<file path="config.mk">
export PLATFORM = sky130hd
export DESIGN_NAME = memory_stage
export DESIGN_NICKNAME = d
export VERILOG_FILES = /design/src/rtl/memory_stage.sv
export SDC_FILE = /design/constraint.sdc
export NUM_CORES = 1
export LEC_CHECK = 0
export ABC_AREA = 1
export ABC_CLOCK_PERIOD_IN_PS = 2060
export CAP_MARGIN = 5
export CORE_MARGIN = 10
export CORE_UTILIZATION = 27
export CTS_BUF_LIST = sky130_fd_sc_hd__clkbuf_4
export CTS_CLUSTER_DIAMETER = 150
export DETAILED_ROUTE_END_ITERATION = 10
export GPL_TIMING_DRIVEN = 0
export PLACE_DENSITY = 0.5
export SLEW_MARGIN = 20
export SYNTH_ARGS = -nofsm -noshare
export SYNTH_HDL_FRONTEND = slang
export SYNTH_SLANG_ARGS = --single-unit
</file>
<file path="constraint.sdc">
create_clock -name clk_i -period 2.06 [get_ports clk_i]
set_input_delay 0.412 -clock clk_i [delete_from_list [all_inputs] [get_ports clk_i]]
set_output_delay 0.412 -clock clk_i [all_outputs]
set_load 0.005 [all_outputs]
</file>
<file path="src/rtl/memory_stage.sv">
// memory_stage: M pipeline stage with a req/ack data-memory port and the W
// pipeline register plus the W-stage result mux.
//
// Ports
//   clk_i, rst_i            clock (rising edge), asynchronous active-low reset
//   *_m_i                   M-stage register outputs (control, ALU result,
//                           store data, destination register)
//   dmem_*                  data-memory bus: req/we/addr/wdata out, ack/rdata in
//   stall_m_o               freeze PC and F/D/E/M while an access is in flight
//   mem_err_o               sticky misaligned / timed-out access flag
//   *_w_o, result_w_o       W pipeline register and the W result mux
//
// Bus handshake: dmem_req_o is held high from the first BUSY cycle until the
// cycle dmem_ack_i is seen high at a rising edge; addr/we/wdata come from
// capture registers and do not change while dmem_req_o is high. The access
// completes in the cycle where dmem_req_o and dmem_ack_i are both 1, and
// dmem_rdata_i is sampled only in that cycle. An ack while req is low is
// ignored.
//
// The FSM state is kept in r_state (state_t) so checkers can bind to it.
module memory_stage #(
  parameter int ADDR_W  = 32,
  parameter int TIMEOUT = 16
) (
  input  logic              clk_i,
  input  logic              rst_i,
  input  logic              reg_write_m_i,
  input  logic              mem_write_m_i,
  input  logic              mem_to_reg_m_i,
  input  logic [31:0]       alu_out_m_i,
  input  logic [31:0]       write_data_m_i,
  input  logic [4:0]        write_reg_m_i,
  output logic              dmem_req_o,
  output logic              dmem_we_o,
  output logic [ADDR_W-1:0] dmem_addr_o,
  output logic [31:0]       dmem_wdata_o,
  input  logic              dmem_ack_i,
  input  logic [31:0]       dmem_rdata_i,
  output logic              stall_m_o,
  output logic              mem_err_o,
  output logic              reg_write_w_o,
  output logic              mem_to_reg_w_o,
  output logic [31:0]       alu_out_w_o,
  output logic [31:0]       read_data_w_o,
  output logic [4:0]        write_reg_w_o,
  output logic [31:0]       result_w_o
);

  typedef enum logic [1:0] {
    S_IDLE = 2'd0,
    S_BUSY = 2'd1,
    S_DONE = 2'd2
  } state_t;

  localparam int              CNT_W        = (TIMEOUT > 1) ? $clog2(TIMEOUT) : 1;
  localparam logic [CNT_W-1:0] CNT_LAST    = CNT_W'(TIMEOUT - 1);
  localparam logic [31:0]     TIMEOUT_DATA = 32'hDEAD_BEEF;

  state_t            r_state;
  state_t            w_state_nxt;
  logic [CNT_W-1:0]  r_cnt;

  // Captured access, held across BUSY and DONE.
  logic              r_we;
  logic [31:0]       r_alu_out;
  logic [31:0]       r_wdata;
  logic [4:0]        r_write_reg;
  logic              r_reg_write;
  logic              r_mem_to_reg;
  logic [31:0]       r_rdata;
  logic              r_err;

  // W pipeline register.
  logic              r_reg_write_w;
  logic              r_mem_to_reg_w;
  logic [31:0]       r_alu_out_w;
  logic [31:0]       r_read_data_w;
  logic [4:0]        r_write_reg_w;

  logic              w_mem_op;
  logic              w_misaligned;
  logic              w_start;
  logic              w_ack;
  logic              w_timeout;

  assign w_mem_op     = mem_write_m_i | mem_to_reg_m_i;
  assign w_misaligned = w_mem_op & (alu_out_m_i[1:0] != 2'b00);
  assign w_start      = (r_state == S_IDLE) & w_mem_op & ~w_misaligned;
  assign w_ack        = (r_state == S_BUSY) & dmem_ack_i;
  // A late ack on the last allowed cycle still wins over the timeout.
  assign w_timeout    = (r_state == S_BUSY) & ~dmem_ack_i & (r_cnt == CNT_LAST);

  always_ff @(posedge clk_i or negedge rst_i) begin
    if (!rst_i) r_state <= S_IDLE;
    else        r_state <= w_state_nxt;
  end

  always_comb begin
    w_state_nxt = r_state;
    case (r_state)
      S_IDLE:  if (w_start) w_state_nxt = S_BUSY;
      S_BUSY:  if (w_ack || w_timeout) w_state_nxt = S_DONE;
      S_DONE:  w_state_nxt = S_IDLE;
      default: w_state_nxt = S_IDLE;
    endcase
  end

  // Stall is gated by reset so the pipeline is released immediately even if
  // the frozen M inputs still describe a memory op.
  assign dmem_req_o   = (r_state == S_BUSY);
  assign dmem_we_o    = (r_state == S_BUSY) & r_we;
  assign dmem_addr_o  = r_alu_out[ADDR_W-1:0];
  assign dmem_wdata_o = r_wdata;
  assign stall_m_o    = rst_i & (w_start | (r_state == S_BUSY));

  always_ff @(posedge clk_i or negedge rst_i) begin
    if (!rst_i) begin
      r_cnt          <= '0;
      r_we           <= 1'b0;
      r_alu_out      <= '0;
      r_wdata        <= '0;
      r_write_reg    <= '0;
      r_reg_write    <= 1'b0;
      r_mem_to_reg   <= 1'b0;
      r_rdata        <= '0;
      r_err          <= 1'b0;
      r_reg_write_w  <= 1'b0;
      r_mem_to_reg_w <= 1'b0;
      r_alu_out_w    <= '0;
      r_read_data_w  <= '0;
      r_write_reg_w  <= '0;
    end else begin
      case (r_state)
        S_IDLE: begin
          if (w_start) begin
            r_cnt          <= '0;
            r_we           <= mem_write_m_i;
            r_alu_out      <= alu_out_m_i;
            r_wdata        <= write_data_m_i;
            r_write_reg    <= write_reg_m_i;
            r_reg_write    <= reg_write_m_i;
            r_mem_to_reg   <= mem_to_reg_m_i;
            r_rdata        <= '0;
            r_reg_write_w  <= 1'b0;
            r_mem_to_reg_w <= 1'b0;
            r_alu_out_w    <= '0;
            r_read_data_w  <= '0;
            r_write_reg_w  <= '0;
          end else begin
            // Non-memory op, or a misaligned access that is dropped with
            // its register write suppressed.
            if (w_misaligned) r_err <= 1'b1;
            r_reg_write_w  <= reg_write_m_i & ~w_misaligned;
            r_mem_to_reg_w <= mem_to_reg_m_i;
            r_alu_out_w    <= alu_out_m_i;
            r_read_data_w  <= '0;
            r_write_reg_w  <= write_reg_m_i;
          end
        end
        S_BUSY: begin
          r_reg_write_w  <= 1'b0;
          r_mem_to_reg_w <= 1'b0;
          r_alu_out_w    <= '0;
          r_read_data_w  <= '0;
          r_write_reg_w  <= '0;
          if (w_ack) begin
            r_rdata <= r_we ? 32'h0 : dmem_rdata_i;
          end else if (w_timeout) begin
            r_err       <= 1'b1;
            r_rdata     <= TIMEOUT_DATA;
            r_reg_write <= 1'b0;
          end else begin
            r_cnt <= r_cnt + 1'b1;
          end
        end
        S_DONE: begin
          r_reg_write_w  <= r_reg_write;
          r_mem_to_reg_w <= r_mem_to_reg;
          r_alu_out_w    <= r_alu_out;
          r_read_data_w  <= r_rdata;
          r_write_reg_w  <= r_write_reg;
        end
        default: ;
      endcase
    end
  end

  assign mem_err_o      = r_err;
  assign reg_write_w_o  = r_reg_write_w;
  assign mem_to_reg_w_o = r_mem_to_reg_w;
  assign alu_out_w_o    = r_alu_out_w;
  assign read_data_w_o  = r_read_data_w;
  assign write_reg_w_o  = r_write_reg_w;
  assign result_w_o     = r_mem_to_reg_w ? r_read_data_w : r_alu_out_w;

endmodule

</file>
==> reports/results.txt, run 1 <==
status = finished with violations
failing checks = negative hold slack, negative setup slack
Setup WS post-layout = -0.221 ns
drt pass-1 iters = 5
Buf/Inv on CP = 5
# IOs = 278
Slew Limit Headroom = 51.8%
Yosys warning total = 0
critical path required time = 1.65 ns
first-pass GRT wire length = 53,100 um
Worst VDD drop = 0.479 mV
critical path, cell by cell = inv_2 > buf_6 > ha_4 > buf_6 > clkinvlp_4 > a21boi_2 > buf_2
RSZ-0062 raised after global routing = true
synthesized area = 8490 sq um
Largest delay share family, worst path = buffers and inverters
Place WS = -0.795 ns
GPL Wtd Cong = 0.832
element type at the critical path end = output port
final count of pins violating max slew = 0
Placed Instance Area = 11,800 sq um
DRT antenna net count = 0
num rows = 64
Post-synth EDFFs = 0
total CTS buffers = 17
Final #Nets = 1,534
Fin Clk Skew = 0.0250 ns
core area = 30,800 sq um
port bufs = 276
register area share after synthesis = 53.6%
Total GRT Usage = 17.9%
CTS tree = done
FF+latch count, synth = 182
async set-reset flop share out of synthesis = 100%
CTS sink cnt = 182
Hold Vio Cnt, Final = 31
hpwl dp = 26,300 um
Synth Flop Type = dfrtp_1
period utilization = 111%
reg-to-reg critical path startpoint = r_state[1]
DR WL/cell = 19.1 um
Crit Path Max Fanout = 2
Final Util = 42.1%
clk slew on worst S/H paths = 0.17 ns
Post-CTS Hold Fix Bufs = 1
Die H = 197 um
Max Cap Viol = 0
Synth top area share = 53.6%
vias in the first global route = 8,610
Root Driver = clkbuf_4
Worst setup SP type = register
layout cells sized above 1 = 18.8%
min Tclk post-route = 2.28 ns
clock latency on the worst-skew pair = 0.60 ns
H-tree depth = 4
Leak Pwr = 6.36 nW
Avg Cell Area, Syn = 7.94 sq um
synthesized net count = 1,183
CP dominant cell by count = buf_6
Total Wirelength = 35,100 um
non-filler cells, final = 1,833
Initial DRC Count = 380
DRC = 0
via count = 8,180
top cells by area, synth = dfrtp_1 54%, nand2_1 15%, nand3_1 7.5%
Hold Path Class = primary input to asynchronous set/reset pin
start point of the critical path = r_state[1]
Layout area overhead = 52.7%
hold slack final = -0.286 ns
TNS Setup = -1.14 ns
critical path's largest stage delay = 0.44 ns
Initial Util = 27.5%
CP arrival = 1.87 ns
Die W = 197 um
Netlist cell types = 23
worst-margin pin slew = 0.722 ns
WS Path Type = register to output port
fmax = 438 MHz
Avg Vias per Cell = 4.46
total gr overflow = 0
placed cells = 1,744
largest net degree at the start of global routing = 79
design area = 13,000 sq um
# fillers = 3,137
die area = 39,000 sq um
post-synth top area cell = dfrtp_1
CP max stage cell = dfrtp_1
Final setup viols = 33
cells after synthesis = 1,070
initial antenna violation count = 2
deepest clock path buffer count = 2
Cell Pwr Density = 1300 nW/um^2
[cell families after synthesis]
| kind of cell | count (synthesis) | synth area share [%] |
|---|---|---|
| and+or+nand+nor | 566 | 27.4 |
| DFF | 182 | 53.6 |
| buffers and inverters | 171 | 9.31 |
| AOI/OAI and AO/OA | 145 | 8.77 |
| adders and majority gates | 6 | 0.884 |
[per-layer routing]
metal | global-route usage, % | vias to the layer above | routed length, um
met5 | 0 | - | 0
met4 | 5.53 | 0 | 618
met3 | 5.49 | 25 | 2340
met2 | 30.0 | 193 | 17200
met1 | 21.5 | 3885 | 14900
li1 | - | 4077 | -
[report_power, final]
group          leakage, nW  internal (W)  switching [W]
registers             2.34       0.00484       0.000907
logic                 3.87       0.00455        0.00450
clock network        0.143      0.000625        0.00138
total                 6.36        0.0100        0.00679
[final timing paths]
| path | endpoint | slack, ns | depth (start not counted) |
|---|---|---|---|
| min in group clk_i | r_rdata[27] | 0.21 | 4 |
| hold / removal | dmem_wdata_o[6] | -0.29 | 2 |
| setup / recovery | stall_m_o | -0.22 | 7 |
| max in group asynchronous | read_data_w_o[5] | 1.67 | 3 |
| hold reg to reg | mem_err_o | 0.49 | 2 |
| setup reg to reg | r_rdata[8] | 0.09 | 11 |
[cell type report]
cell class                 instances  area (sq um)  area share (%)
clock inverter                    14           126           0.975
sequential                       182          4560            35.2
clock buffer                      18           135            1.04
multi-input combinational        717          3530            27.2
inverter                         101           385            2.97
tap                              396           495            3.82
antenna                            3          7.51          0.0579
timing repair buffer             336          3260            25.2
buffer                            66           455            3.51
[layout by cell type (no fill, tap or decap), types with 4 or more instances in the layout]
master	count
buf_12	6
dfrtp_1	174
nor2_1	53
clkdlybuf4s50_1	222
nor2_4	19
dlymetal6s2s_1	15
a21oi_4	5
clkbuf_4	19
dlygate4sd2_1	4
clkbuf_1	11
buf_4	50
nand3_1	128
ha_1	4
nand2_1	343
nor2_2	10
buf_8	4
dfrtp_2	8
a21oi_2	25
buf_16	4
inv_1	95
inv_6	4
buf_2	58
inv_2	4
buf_6	22
a21oi_1	39
nand2_2	6
clkinv_2	4
o21ai_0	67
[worst reg2reg max path: cells and delay by family (launching register included)]
family / cells / cell delay, ns
fa+ha+maj: 1 / 0.15
buf+inv: 6 / 0.83
simple gates: 4 / 0.50
flops: 1 / 0.44
[Yosys cell counts (all sizes together), types with 2 or more instances]
cell type	instances
buf	55
a22oi	2
nand2	351
o21ai	73
clkbuf	15
a21oi	69
dfrtp	182
nand3b	2
nor2	82
nand3	131
ha	6
inv	101
[metrics by stage]
step           power, W  hold WS (ns)
2_1_floorplan   0.00871         0.116
3_3_place_gp     0.0135         0.449
3_5_place_dp     0.0136         0.307
4_1_cts          0.0166        -0.339
5_1_grt          0.0180        -0.343
6_report         0.0168        -0.286
[what timing repair did]
action | 4_1_cts | 5_1_grt
buffers inserted | 36 | 21
endpoints found under the setup margin | 45 | 99
gates cloned | 2 | 0
resized for setup | 255 | 70
endpoints found under the hold margin | 40 | 31
pin swaps | 16 | 13
(Power assumes the default switching activity.)
==> run 2: changes to the inputs <==
--- a/config.mk
+++ b/config.mk
@@ -8,13 +8,13 @@
 export ABC_AREA = 1
 export ABC_CLOCK_PERIOD_IN_PS = 2060
 export CAP_MARGIN = 5
-export CORE_MARGIN = 10
 export CORE_UTILIZATION = 27
 export CTS_BUF_LIST = sky130_fd_sc_hd__clkbuf_4
 export CTS_CLUSTER_DIAMETER = 150
 export DETAILED_ROUTE_END_ITERATION = 10
+export DONT_BUFFER_PORTS = 1
 export GPL_TIMING_DRIVEN = 0
-export PLACE_DENSITY = 0.5
+export PLACE_DENSITY = 0.38
 export SLEW_MARGIN = 20
 export SYNTH_ARGS = -nofsm -noshare
 export SYNTH_HDL_FRONTEND = slang
==> reports/results.txt, run 2 (synthesis results as in run 1) <==
status = finished with violations
failing checks = design-rule violations, negative hold slack, negative setup slack
WS Path Type = register to output port
Final #Nets = 1,310 (-15%)
Cell Pwr Density = 1300 nW/um^2 (+0.65%)
critical path required time = 1.65 ns (about the same)
Worst VDD drop = 0.489 mV (+2.1%)
total CTS buffers = 17 (unchanged)
CTS sink cnt = 182 (unchanged)
layout cells sized above 1 = 15.1% (-3.7 points)
core area = 30,700 sq um (-0.26%)
clk slew on worst S/H paths = 0.17 ns (about the same)
most common cell after layout, fill and taps aside = nand2_1
Leak Pwr = 5.32 nW (-16%)
drt pass-1 iters = 9 (+4)
Buf/Inv on CP = 4 (-1)
Worst setup SP type = register
non-filler cells, final = 1,608 (-12%)
critical path, cell by cell = inv_2 > buf_6 > ha_4 > buf_8 > clkinvlp_4 > a21boi_4
Root Driver = clkbuf_4
Initial DRC Count = 431 (+13%)
num rows = 64 (unchanged)
design area = 11,100 sq um (-14%)
clock power share = 15.8% (+3.9 points)
Crit Path Max Fanout = 3 (+1)
via count = 7,441 (-9.0%)
first-pass GRT wire length = 46,400 um (-13%)
DRC = 22 (+22)
largest net degree at the start of global routing = 184 (+130%)
H-tree depth = 4 (unchanged)
most frequent cells in the layout = 343 x nand2_1, 181 x dfrtp_1, 128 x nand3_1, 94 x inv_1, 92 x dlygate4sd3_1
Design Power = 0.0145 W (-14%)
Reg power frac = 43.3% (+9.1 points)
Layout area overhead = 30.8%
min Tclk post-route = 2.22 ns (-0.0651 ns)
fmax = 451 MHz (+2.9%)
deepest clock path buffer count = 2 (unchanged)
port bufs = 0 (-100%)
Max Cap Viol = 0 (unchanged)
hold slack final = -0.528 ns (-0.241 ns)
Hold Path Class = primary input to asynchronous set/reset pin
total gr overflow = 0 (unchanged)
CP arrival = 1.80 ns (-0.07 ns)
Int Pwr = 0.00811 W (-19%)
Die H = 179 um (-9.1%)
placed cells = 1,466 (-16%)
Largest delay share family, worst path = flip-flops
RSZ-0062 raised after global routing = true
initial antenna violation count = 2 (unchanged)
Placed Instance Area = 8990 sq um (-24%)
element type at the critical path end = output port
worst-margin pin slew = 0.599 ns (-0.123 ns)
Hold Vio Cnt, Final = 182 (+490%)
Avg Vias per Cell = 4.63 (+3.7%)
Psw = 0.00638 W (-6.0%)
Sw Share = 44.0% (+3.6 points)
Setup WS post-layout = -0.156 ns (+0.0651 ns)
# IOs = 278 (unchanged)
Initial Util = 27.6% (+0.072 points)
GPL Wtd Cong = 0.813 (-2.3%)
combinational cell fraction of total power = 41.0% (-13 points)
Final setup viols = 15 (-55%)
final count of pins violating max slew = 0 (unchanged)
Total GRT Usage = 19.6% (+1.7 points)
Slew Limit Headroom = 60.1% (+8.2 points)
die area = 32,200 sq um (-17%)
clock latency on the worst-skew pair = 0.62 ns (+0.02 ns)
critical path's largest stage delay = 0.43 ns (about the same)
CP max stage cell = dfrtp_1
vias in the first global route = 7,557 (-12%)
CTS tree = done
Fin Clk Skew = 0.0276 ns (+0.00253 ns)
DRT antenna net count = 0 (unchanged)
period utilization = 108% (-3.2 points)
Die W = 179 um (-9.1%)
Final Util = 36.1% (-5.9 points)
Total Wirelength = 31,000 um (-12%)
DR WL/cell = 19.3 um (+0.88%)
hpwl dp = 22,400 um (-15%)
Post-CTS Hold Fix Bufs = 92 (+91)
==> run 2: cell types whose count changed in the layout (fill, tap and decap cells not counted), sizes merged, moves of 4 or more <==
| cell | delta |
|---|---|
| clkdlybuf4s50 | -222 |
| dlygate4sd3 | +92 |
| dlymetal6s2s | -15 |
| buf | -77 |
| dlygate4sd2 | -4 |
==> run 2: per-stage QoR <==
step / TNS (ns) / setup WS, ns
5_1_grt: -3.89 / -0.273
2_1_floorplan: 0 / 0.350
3_5_place_dp: -0.107 / -0.107
4_1_cts: -3.03 / -0.201
6_report: -0.824 / -0.156
3_3_place_gp: -0.0860 / -0.0860
==> run 2: timing repair <==
action                     4_1_cts  5_1_grt
setup endpoints to repair       34       49
buffers inserted                12        0
pin swaps                       19        7
cloned                           5        0
hold endpoints to repair       311      182
gates resized for setup        148       21
==> run 2: per-layer routing <==
metal  vias to the layer above  part of all wire (%)  track usage [%]
li1                       3626                     -                -
met1                      3574                    43             25.0
met2                       212                    48             32.2
met3                        29                   6.5             5.23
met4                         0                   2.0             6.16
met5                         -                     0                0
==> run 2: final timing paths <==
kind,slack (ns),endpoint,from,cells past startpoint
max in group asynchronous,2.28,write_reg_w_o[2],rst_i,0
min reg2reg,0.49,r_rdata[31],r_rdata[31],2
min,-0.53,read_data_w_o[21],rst_i,0
max reg2reg,0.11,alu_out_w_o[19],r_state[0],8
max,-0.16,stall_m_o,r_state[1],6
min in group clk_i,0.08,r_rdata[18],dmem_rdata_i[18],4
==> run 2: area by class of cell <==
type                            instances  area (sq um)
Buffer                                 69           520
Antenna cell                            2          5.00
Clock buffer                           18           135
Sequential cell                       182          4560
Fill cell                            3246         19600
Multi-Input combinational cell        717          3680
Clock inverter                         14           170
Tap cell                              396           495
Timing Repair Buffer                  109          1160
Inverter                              101           383
==> run 2: worst register-to-register path: cells and delay by family, from the launching register on <==
family / cells / cell delay [ns]
flops: 1 / 0.43
fa+ha+maj: 1 / 0.18
buf+inv: 5 / 1.05
compound gates: 2 / 0.24
==> run 2: power by group through the flow <==
stage | Combinational [W] | Sequential (W) | Clock [W]
2_1_floorplan | 0.00302 | 0.00569 | 0
3_3_place_gp | 0.00419 | 0.00629 | 0
3_5_place_dp | 0.00423 | 0.00626 | 0
4_1_cts | 0.00590 | 0.00629 | 0.00239
5_1_grt | 0.00657 | 0.00645 | 0.00250
6_report | 0.00593 | 0.00627 | 0.00228
